==> src/rtl/mem_stage_pkg.sv <==
// Shared definitions for the memory-access stage: opcodes, exception codes,
// FSM states, bus structs and small decode helpers.
package mem_stage_pkg;

   localparam logic [5:0] OP_LB  = 6'h20;
   localparam logic [5:0] OP_LH  = 6'h21;
   localparam logic [5:0] OP_LW  = 6'h23;
   localparam logic [5:0] OP_LBU = 6'h24;
   localparam logic [5:0] OP_LHU = 6'h25;
   localparam logic [5:0] OP_SB  = 6'h28;
   localparam logic [5:0] OP_SH  = 6'h29;
   localparam logic [5:0] OP_SW  = 6'h2B;

   localparam logic [5:0] EXC_ADEL = 6'b100100;
   localparam logic [5:0] EXC_ADES = 6'b100101;

   localparam logic [1:0] SIZE_BYTE = 2'd0;
   localparam logic [1:0] SIZE_HALF = 2'd1;
   localparam logic [1:0] SIZE_WORD = 2'd2;

   typedef enum logic [1:0] {
      MEM_IDLE = 2'd0,
      MEM_ADDR = 2'd1,
      MEM_DATA = 2'd2,
      MEM_DONE = 2'd3
   } mem_state_t;

   typedef struct packed {
      logic        valid;
      logic        write;
      logic [1:0]  size;
      logic [31:0] addr;
      logic [3:0]  strobe;
      logic [31:0] data;
   } dreq_t;

   typedef struct packed {
      logic        addr_ok;
      logic        data_ok;
      logic [31:0] data;
   } dresp_t;

   typedef struct packed {
      logic [31:0] pc;
      logic [31:0] val3;
      logic [31:0] valt;
      logic [5:0]  icode;
      logic [5:0]  acode;
      logic [5:0]  exc_code;
      logic [4:0]  dst;
      logic        in_ds;
   } pipe_t;

   localparam pipe_t PIPE_NOP = {32'h0, 32'h0, 32'h0, 6'h0, 6'h0, 6'h0, 5'h0, 1'b0};

   function automatic logic is_load(input logic [5:0] icode);
      case (icode)
         OP_LB, OP_LBU, OP_LH, OP_LHU, OP_LW: is_load = 1'b1;
         default:                             is_load = 1'b0;
      endcase
   endfunction

   function automatic logic is_store(input logic [5:0] icode);
      case (icode)
         OP_SB, OP_SH, OP_SW: is_store = 1'b1;
         default:             is_store = 1'b0;
      endcase
   endfunction

   function automatic logic [1:0] mem_size(input logic [5:0] icode);
      case (icode)
         OP_LH, OP_LHU, OP_SH: mem_size = SIZE_HALF;
         OP_LW, OP_SW:         mem_size = SIZE_WORD;
         default:              mem_size = SIZE_BYTE;
      endcase
   endfunction

   // Only meaningful for memory ops; byte accesses are never misaligned.
   function automatic logic is_misaligned(input logic [5:0] icode, input logic [1:0] addr_lo);
      case (mem_size(icode))
         SIZE_HALF: is_misaligned = addr_lo[0];
         SIZE_WORD: is_misaligned = |addr_lo;
         default:   is_misaligned = 1'b0;
      endcase
   endfunction

endpackage

==> src/rtl/mem_stage_align.sv <==
// Byte-lane handling: store strobe/data replication and load lane
// extraction with sign or zero extension.
module mem_align
   import mem_stage_pkg::*;
(
   input  logic [5:0]  icode,
   input  logic [1:0]  addr_lo,
   input  logic [31:0] store_data,
   input  logic [31:0] load_word,
   output logic [3:0]  strobe,
   output logic [31:0] wdata,
   output logic [31:0] load_val
);

   logic [31:0] shifted_s;

   // Bring the addressed lane down to bits [15:0] / [7:0].
   assign shifted_s = load_word >> {addr_lo, 3'b000};

   // Store lane replication and byte enables.
   always_comb begin
      strobe = 4'b0000;
      wdata  = store_data;
      case (icode)
         OP_SB: begin
            strobe = 4'b0001 << addr_lo;
            wdata  = {4{store_data[7:0]}};
         end
         OP_SH: begin
            strobe = 4'b0011 << addr_lo;
            wdata  = {2{store_data[15:0]}};
         end
         OP_SW: begin
            strobe = 4'b1111;
            wdata  = store_data;
         end
         default: begin
            strobe = 4'b0000;
            wdata  = store_data;
         end
      endcase
   end

   // Load lane extraction and extension.
   always_comb begin
      load_val = load_word;
      case (icode)
         OP_LB:   load_val = {{24{shifted_s[7]}}, shifted_s[7:0]};
         OP_LBU:  load_val = {24'h000000, shifted_s[7:0]};
         OP_LH:   load_val = {{16{shifted_s[15]}}, shifted_s[15:0]};
         OP_LHU:  load_val = {16'h0000, shifted_s[15:0]};
         default: load_val = load_word;
      endcase
   end

endmodule

==> src/rtl/mem_stage.sv <==
// Memory-access stage: pipeline register, split address/data bus FSM,
// alignment exceptions and writeback value selection.
module mem_stage
   import mem_stage_pkg::*;
(
   input  logic        clk,
   input  logic        resetn,
   input  logic        M_stall,
   input  logic        M_bubble,
   input  logic [31:0] e_pc,
   input  logic [31:0] e_val3,
   input  logic [31:0] e_valt,
   input  logic [5:0]  e_icode,
   input  logic [5:0]  e_acode,
   input  logic [5:0]  e_excCode,
   input  logic [4:0]  e_dst,
   input  logic        e_inDelaySlot,
   output logic        dreq_valid,
   output logic        dreq_write,
   output logic [1:0]  dreq_size,
   output logic [31:0] dreq_addr,
   output logic [3:0]  dreq_strobe,
   output logic [31:0] dreq_data,
   input  logic        dresp_addr_ok,
   input  logic        dresp_data_ok,
   input  logic [31:0] dresp_data,
   output logic [31:0] m_pc,
   output logic [31:0] m_val,
   output logic [4:0]  m_dst,
   output logic [5:0]  m_excCode,
   output logic [31:0] m_badvaddr,
   output logic        m_inDelaySlot,
   output logic        m_busy
);

   pipe_t       pipe_r;
   pipe_t       e_pipe_s;
   mem_state_t  state_r;
   mem_state_t  state_nxt_s;
   logic [31:0] rdata_r;
   dreq_t       dreq_s;
   dresp_t      dresp_s;
   logic        e_legal_s;
   logic        r_mem_s;
   logic        r_exc_in_s;
   logic        r_misal_s;
   logic        r_legal_s;
   logic        r_fault_s;
   logic        r_load_s;
   logic        r_store_s;
   logic        data_fire_s;
   logic [3:0]  strobe_s;
   logic [31:0] wdata_s;
   logic [31:0] load_val_s;
   logic        unused_acode_s;

   assign e_pipe_s = '{pc: e_pc, val3: e_val3, valt: e_valt, icode: e_icode,
                       acode: e_acode, exc_code: e_excCode, dst: e_dst,
                       in_ds: e_inDelaySlot};
   assign dresp_s  = '{addr_ok: dresp_addr_ok, data_ok: dresp_data_ok, data: dresp_data};

   // The function code has no role in this stage but is carried along.
   assign unused_acode_s = ^pipe_r.acode;

   // Legality of the op about to be captured decides whether the bus
   // request starts in the very next cycle.
   assign e_legal_s = is_load(e_icode) | is_store(e_icode) ? (~e_excCode[5] & ~is_misaligned(e_icode, e_val3[1:0])) : 1'b0;

   assign r_load_s   = is_load(pipe_r.icode);
   assign r_store_s  = is_store(pipe_r.icode);
   assign r_mem_s    = r_load_s | r_store_s;
   assign r_exc_in_s = pipe_r.exc_code[5];
   assign r_misal_s  = r_mem_s & ~r_exc_in_s & is_misaligned(pipe_r.icode, pipe_r.val3[1:0]);
   assign r_legal_s  = r_mem_s & ~r_exc_in_s & ~r_misal_s;
   assign r_fault_s  = r_exc_in_s | r_misal_s;

   // Pipeline register: stall holds and wins over bubble.
   always_ff @(posedge clk) begin
      if (!resetn) begin
         pipe_r <= PIPE_NOP;
      end else if (M_stall) begin
         pipe_r <= pipe_r;
      end else if (M_bubble) begin
         pipe_r <= PIPE_NOP;
      end else begin
         pipe_r <= e_pipe_s;
      end
   end

   // Bus FSM state register.
   always_ff @(posedge clk) begin
      if (!resetn) begin
         state_r <= MEM_IDLE;
      end else begin
         state_r <= state_nxt_s;
      end
   end

   // Bus FSM next state; data_ok before addr_ok is ignored in ADDR.
   always_comb begin
      state_nxt_s = state_r;
      case (state_r)
         MEM_IDLE, MEM_DONE: begin
            if (M_stall) begin
               state_nxt_s = state_r;
            end else if (M_bubble) begin
               state_nxt_s = MEM_IDLE;
            end else if (e_legal_s) begin
               state_nxt_s = MEM_ADDR;
            end else begin
               state_nxt_s = MEM_IDLE;
            end
         end
         MEM_ADDR: begin
            if (dresp_s.addr_ok) begin
               if (dresp_s.data_ok) begin
                  state_nxt_s = MEM_DONE;
               end else begin
                  state_nxt_s = MEM_DATA;
               end
            end else begin
               state_nxt_s = MEM_ADDR;
            end
         end
         MEM_DATA: begin
            if (dresp_s.data_ok) begin
               state_nxt_s = MEM_DONE;
            end else begin
               state_nxt_s = MEM_DATA;
            end
         end
         default: state_nxt_s = MEM_IDLE;
      endcase
   end

   assign data_fire_s = ((state_r == MEM_ADDR) & dresp_s.addr_ok & dresp_s.data_ok)
                      | ((state_r == MEM_DATA) & dresp_s.data_ok);

   // Latch the returned word when the data phase completes.
   always_ff @(posedge clk) begin
      if (!resetn) begin
         rdata_r <= 32'h0000_0000;
      end else if (data_fire_s) begin
         rdata_r <= dresp_s.data;
      end else begin
         rdata_r <= rdata_r;
      end
   end

   mem_align u_align (
      .icode      (pipe_r.icode),
      .addr_lo    (pipe_r.val3[1:0]),
      .store_data (pipe_r.valt),
      .load_word  (rdata_r),
      .strobe     (strobe_s),
      .wdata      (wdata_s),
      .load_val   (load_val_s)
   );

   // Bus request fields come only from the pipeline register.
   always_comb begin
      dreq_s.valid  = (state_r == MEM_ADDR);
      dreq_s.write  = r_store_s;
      dreq_s.size   = mem_size(pipe_r.icode);
      dreq_s.addr   = pipe_r.val3;
      dreq_s.strobe = strobe_s;
      dreq_s.data   = wdata_s;
   end

   assign dreq_valid  = dreq_s.valid;
   assign dreq_write  = dreq_s.write;
   assign dreq_size   = dreq_s.size;
   assign dreq_addr   = dreq_s.addr;
   assign dreq_strobe = dreq_s.strobe;
   assign dreq_data   = dreq_s.data;

   // Writeback value, destination and exception reporting.
   always_comb begin
      m_val      = pipe_r.val3;
      m_dst      = pipe_r.dst;
      m_excCode  = pipe_r.exc_code;
      m_badvaddr = 32'h0000_0000;
      if (r_fault_s || r_store_s) begin
         m_val = 32'h0000_0000;
         m_dst = 5'd0;
      end else if (r_load_s) begin
         m_val = (state_r == MEM_DONE) ? load_val_s : 32'h0000_0000;
      end else begin
         m_val = pipe_r.val3;
      end
      if (r_misal_s) begin
         m_excCode  = r_load_s ? EXC_ADEL : EXC_ADES;
         m_badvaddr = pipe_r.val3;
      end else begin
         m_excCode  = pipe_r.exc_code;
         m_badvaddr = 32'h0000_0000;
      end
   end

   assign m_pc          = pipe_r.pc;
   assign m_inDelaySlot = pipe_r.in_ds;
   assign m_busy        = r_legal_s & (state_r != MEM_DONE);

endmodule

==> config.mk <==
export PLATFORM = sky130hd
export DESIGN_NAME = mem_stage
export DESIGN_NICKNAME = d
export VERILOG_FILES = /design/src/rtl/mem_stage_pkg.sv /design/src/rtl/mem_stage_align.sv /design/src/rtl/mem_stage.sv
export SDC_FILE = /design/constraint.sdc
export NUM_CORES = 1
export LEC_CHECK = 0
export BUFFER_PORTS_ARGS = -buffer_cell sky130_fd_sc_hd__buf_2
export CAP_MARGIN = 10
export CORE_MARGIN = 3
export CORE_UTILIZATION = 45
export DETAILED_ROUTE_END_ITERATION = 6
export PLACE_DENSITY = 0.76
export SYNTH_ARGS = -nofsm -noshare
export SYNTH_HDL_FRONTEND = slang
export SYNTH_SLANG_ARGS = --single-unit
==> constraint.sdc <==
create_clock -name clk -period 6.8 [get_ports clk]
set_input_delay 0.68 -clock clk [delete_from_list [all_inputs] [get_ports clk]]
set_output_delay 0.68 -clock clk [all_outputs]
set_load 0.02 [all_outputs]
# == After elaboration in Yosys (flattened, before gate mapping) ==
# Index checks and enable logic that the tools add are counted.
# totals
ff_bits,148
latchBits,0
mem_bits_rw,0
rom_bits,0
in_bits,158
elab_cells,92
n_memories,0
# classes
n_addsub,0
multipliers,0
div,0
n_lt_le_gt_ge,0
n_eq_ne,25
shifts,3
muxes,26
bitwise,16
n_reduce_logical,13
# op_table
op,n
two-way mux 32 bit,4
case mux 32 bit (4 select lines),1
two-way mux 120 bit,1
== test 6 bit (second input constant),16
case mux 32 bit (2 select lines),1
right shift 32 x 5 -> 16 bit,1
case mux 4 bit (3 select lines),1
OR reduction 3 bit,4
OR reduction 2 bit,5
OR reduction 5 bit,2
two-way mux 1 bit,9
AND 1 bit,8
== test 2 bit (second input constant),4
case mux 2 bit (2 select lines),2
== test 2 x 1 -> 1 bit (second input constant),3
two-way mux 6 bit,1
case mux 2 bit (3 select lines),1
two-way mux 5 bit,1
two-way mux 2 bit,2
!= test 2 bit (second input constant),2
NOT 1 bit,4
OR 1 bit,4
case mux 1 bit (2 select lines),2
<< shifter 1 x 2 -> 4 bit (first input constant),1
other kinds (3),3

# == Longest topological paths before layout ==
# logic_depth
word_depth,12
depth_mapped,12
depth_no_buf,9

# == Modules after synthesis ==
# A second synthesis with hierarchy kept.
# unflattened
cells_unflattened,954
area_unflattened_um2,8196.6
# by_module_without_submodules
mod,n_inst,cells_each,area_per_inst_um2
mem_stage,1,743,6796.5
mem_align,1,211,1400.1

# == Worst setup path after synthesis ==
# No wires, ideal clock.
# synth_path
kind,reg-to-output
from,register pipe_r[19] (netlist bit)
to,output m_val[10]
arrival_time_ps,2838
setup_slack_ps,3282
stages_incl_launch_ff,11
n_path_buf,3
path_cell_list,dfxtp_1 > buf_2 > nor4b_2 > clkbuf_1 > o21ai_0 > ha_1 > o21ai_0 > a21o_1 > o21ai_1 > clkbuf_1 > a221oi_1
# synth_via
elab_chain_cells,9
word_cells_on_any_way,27
cone_classes,eq/ne: 10; mux: 8; bitwise: 4; reduce/logical: 5
# synth_lines
element,line,rtl
start: declaration,mem_stage.sv:36,pipe_t pipe_r;
start signal: assignment,mem_stage.sv:82,pipe_r <= pipe_r;
start signal: assignment,mem_stage.sv:86,pipe_r <= e_pipe_s;
"== test 6 bit, on equally long branches",--,
OR reduction 3 bit (tied with other cells),mem_stage_pkg.sv:71,case (icode)
case mux 2 bit (2 select lines) (tied with other cells),mem_stage_pkg.sv:71,
== test 2 bit (tied with other cells),mem_stage_pkg.sv:80,case (mem_size(icode))
case mux 1 bit (2 select lines) / AND 1 bit (equally long branches),"mem_stage_pkg.sv:80, mem_stage.sv:73",
AND 1 bit,mem_stage.sv:73,"assign r_misal_s = r_mem_s & ~r_exc_in_s & is_misaligned(pipe_r.icode, pipe_r.val3[1:0]);"
OR 1 bit,mem_stage.sv:75,assign r_fault_s = r_exc_in_s | r_misal_s;
logical OR 1 bit,mem_stage.sv:183,if (r_fault_s || r_store_s) begin
two-way mux 32 bit *,mem_stage.sv:183,
end: declaration,mem_stage.sv:28,"output logic [31:0] m_val,"
# Every way passes the cells marked *; elsewhere a longest branch is shown, timed or not.

# == Worst setup path after layout ==
# layout_path
from,register pipe_r[19] (netlist bit)
to,output m_badvaddr[19]
# layout_via
elab_chain_cells,7
word_cells_on_any_way,22
cone_classes,eq/ne: 10; mux: 5; bitwise: 3; reduce/logical: 4
# layout_lines
element,line,rtl
"== test 6 bit, on equally long branches","mem_stage_pkg.sv:64, mem_stage_pkg.sv:71, mem_stage_pkg.sv:57",
OR reduction 3 bit (tied with other cells),mem_stage_pkg.sv:71,
case mux 2 bit (2 select lines) (tied with other cells),mem_stage_pkg.sv:71,
== test 2 bit (tied with other cells),mem_stage_pkg.sv:80,
case mux 1 bit (2 select lines) / AND 1 bit (equally long branches),"mem_stage_pkg.sv:80, mem_stage.sv:73",
AND 1 bit *,mem_stage.sv:73,
two-way mux 32 bit *,mem_stage.sv:191,if (r_misal_s) begin
end: declaration,mem_stage.sv:31,"output logic [31:0] m_badvaddr,"
# Marks and branches as above.

==> impl_metrics.yaml <==
routing:
  route.detailed.drc: 0
  dr_total_vias: 7549
  drtIter0Drc: 548
  drt_first_pass_iters: 5
  drtAntennaViolNets: 0
  routed_via_density: 5.408
  wire_per_inst_um: 17.78
  drt-total-wl_um: 24820
clock_tree:
  ctsLongestPathBuffers: 2
  cts_setup_buffers: 0
  cts_root_buffer: "clkbuf_16"
  cts_inserted_buffers: 17
  cts_resized: 0
  tritoncts: "yes"
  cts_max_level: 4
  clk_latency_ns: 0.42
  cts.sinks: 148
  cts_hold_buf: 0
  path_clk_slew_ns: 0.07
synthesis:
  synth-simple-area-share_pct: 21.53
  synth_compound_area_share_pct: 23.35
  yosysTopAreaCell: "dfxtp_1"
  synth_fp_nets: 1113
  netlist.area_leader.share_pct: 37.11
  ys_types: 48
  yosysSeqAreaShare_pct: 37.11
  synthMuxAreaShare_pct: 4.529
  synthArstFlopShare_pct: 0
  synth.avg_cell_area_sq_um: 8.431
  synth_xor_area_share_pct: 0
  synthFlopType: "dfxtp_1"
  ys_warn_count: 0
  synth_top_family_by_area: "compound AO/OA/AOI/OAI gates"
  ys_seq_elements: 148
  synth_edf_count: 0
  synth_top_cells_by_area: "dfxtp_1, a22oi_1, nor2b_1, buf_4, nand2_1"
  synth_cells: 947
  netlist_area_sq_um: 7984
  synth_fa_ha_area_share_pct: 1.254
cells_and_area:
  drive_above_1_share_pct: 34.87
  seq_area_sq_um: 2963
  final_cell_mix: "buf_2, dfxtp_1, nor2b_1, a22oi_1, nand2_1"
  final_common_cell: "buf_2"
  final_nets: 1324
  finish.utilization_pct: 56.48
  fillers: 1575
  syn_to_final_growth_pct: 22.79
  design_area_sq_um: 9803
  final_cells: 1396
  multi_input_area_sq_um: 4078
worst_setup_path:
  path_common_cell: "buf_4"
  crit_chain: "nor4b_4 -> buf_4 -> o21ai_0 -> inv_1 -> ha_1 -> a21o_1 -> a211oi_4 -> buf_4 -> and2_1 -> buf_2"
  cp-end-kind: "output pin"
  cp_data_arrival_time_ns: 3.88
  crit_path_max_incr_delay_ns: 0.78
  crit_path_max_fanout: 31
  critPathKind: "reg -> out"
  slowest_stage: "dfxtp_1"
  startpoint_type: "flop"
  cp_data_required_time_ns: 6.12
global_routing:
  grt_pass1_wl_um: 38720
  grt.met3_usage_pct: 7.207
  antenna_found_initial: 6
  overflow: 0
  grt_util_met2_pct: 39.56
  grt_pass1_vias: 7075
  use_met1_pct: 31.97
  grt_usage_pct: 24.56
  gr-max-usage-layer: "met2"
  grt_max_degree: 83
sta:
  skew_ns: 0.004756
  tightest_slew_ns: 0.9618
  tns_ns: 0
  slew_headroom_pct: 35.88
  hold_violations: 0
  maxSlewViolCount: 0
  timing.hold.ws_ns: 0.4850
  period_needed_ns: 4.564
  fin_ws_ns: 2.236
  fmax_mhz: 219.1
  setup_viol: 0
  finalCritPeriodShare_pct: 67.11
  rsz0062_at_grt: "no"
placed_design:
  dpl.hpwl_um: 17550
  preCtsSetupSlack_ns: 2.733
  routabilityCongestion: 0.8447
  dpl_cell_area_sq_um: 9184
  post-place-cells: 1364
  port-buffer-count: 332
pwr:
  fin_total_pwr_mw: 2.172
  peakVddDrop_uv: 171.0
  p_per_area_nw_per_um2: 221.5
  p_leak_nw: 4.238
floorplan:
  die_y_um: 139.2
  rows: 48
  die_x_um: 139.2
  ios: 339
  coreArea_sq_um: 17360
  start_util_pct: 46.00
  fp.dieArea_sq_um: 19380
worst_hold_path:
  hp-class: "reg -> reg"
job:
  max_cap_violations: 0
outcome:
  status: "complete, no violations"
per-layer routing:
| layer | vias up | share of wire [%] |
|---|---|---|
| li1 | 3651 | - |
| met1 | 3549 | 42 |
| met2 | 291 | 48 |
| met3 | 48 | 7.7 |
| met4 | 10 | 1.9 |
| met5 | - | 0.19 |
Yosys cell counts, types with 7 or more instances:
cell type  instances
dfxtp_1          148
nor2b_1          122
a22oi_1          121
nand2_1           83
buf_4             74
clkbuf_1          63
a21oi_1           44
a21boi_0          33
and2_1            33
nor2_1            28
inv_1             24
o21ai_0           20
nand3_1           19
mux2_2            17
mux2i_1           17
nor3b_1           11
a221oi_1           8
a31oi_1            8
buf_1              8
ha_1               8
o221ai_1           7
o2bb2ai_1          7
sequential cells by signal (all words and copies together), names as in the netlist:
| register | cells |
|---|---|
| m_inDelaySlot | 1 |
| rdata_r | 32 |
| pipe_r | 49 |
| state_r | 2 |
| m_pc | 32 |
| dreq_addr | 32 |
worst max-delay path, delay by kind of cell (launching register included):
family,cells,cell delay [ns]
adder cells (fa/ha/maj),1,0.30
AND/OR/NAND/NOR,2,0.29
buffers and inverters,4,0.91
flip-flops,1,0.78
AO/OA/AOI/OAI,3,1.17
path summary, 6_finish.rpt:
| kind | start | to | slack [ns] | cells after the start |
|---|---|---|---|---|
| worst max-delay path | pipe_r[19] | m_badvaddr[19] | 2.24 | 10 |
| worst min-delay path | rdata_r[6] | rdata_r[6] | 0.49 | 2 |
| worst max register to register | state_r[1] | rdata_r[29] | 4.98 | 7 |
| worst min register to register | rdata_r[6] | rdata_r[6] | 0.49 | 2 |
layout make-up:
type                            instances  share of cell area (%)
Clock inverter                         14                   1.953
Multi-Input combinational cell        621                   41.60
Tap cell                              225                   2.872
Inverter                               24                  0.9190
Antenna cell                            1                 0.02553
Timing Repair Buffer                  346                   18.07
Clock buffer                           17                   4.340
Sequential cell                       148                   30.22
logic make-up (layout without fill, tap and decap cells):
kind of cell,count (synthesis),count (layout)
buf+inv,178,401
mux,34,34
flops,148,148
other cells,0,1
compound gates,264,264
simple gates,315,315
fa+ha+maj,8,8
where the power goes:
group	switching [mW]	internal, mW
Sequential	0.0236	0.893
Combinational	0.147	0.109
Clock	0.410	0.590
Note: power is estimated with default switching activity, not from simulation.
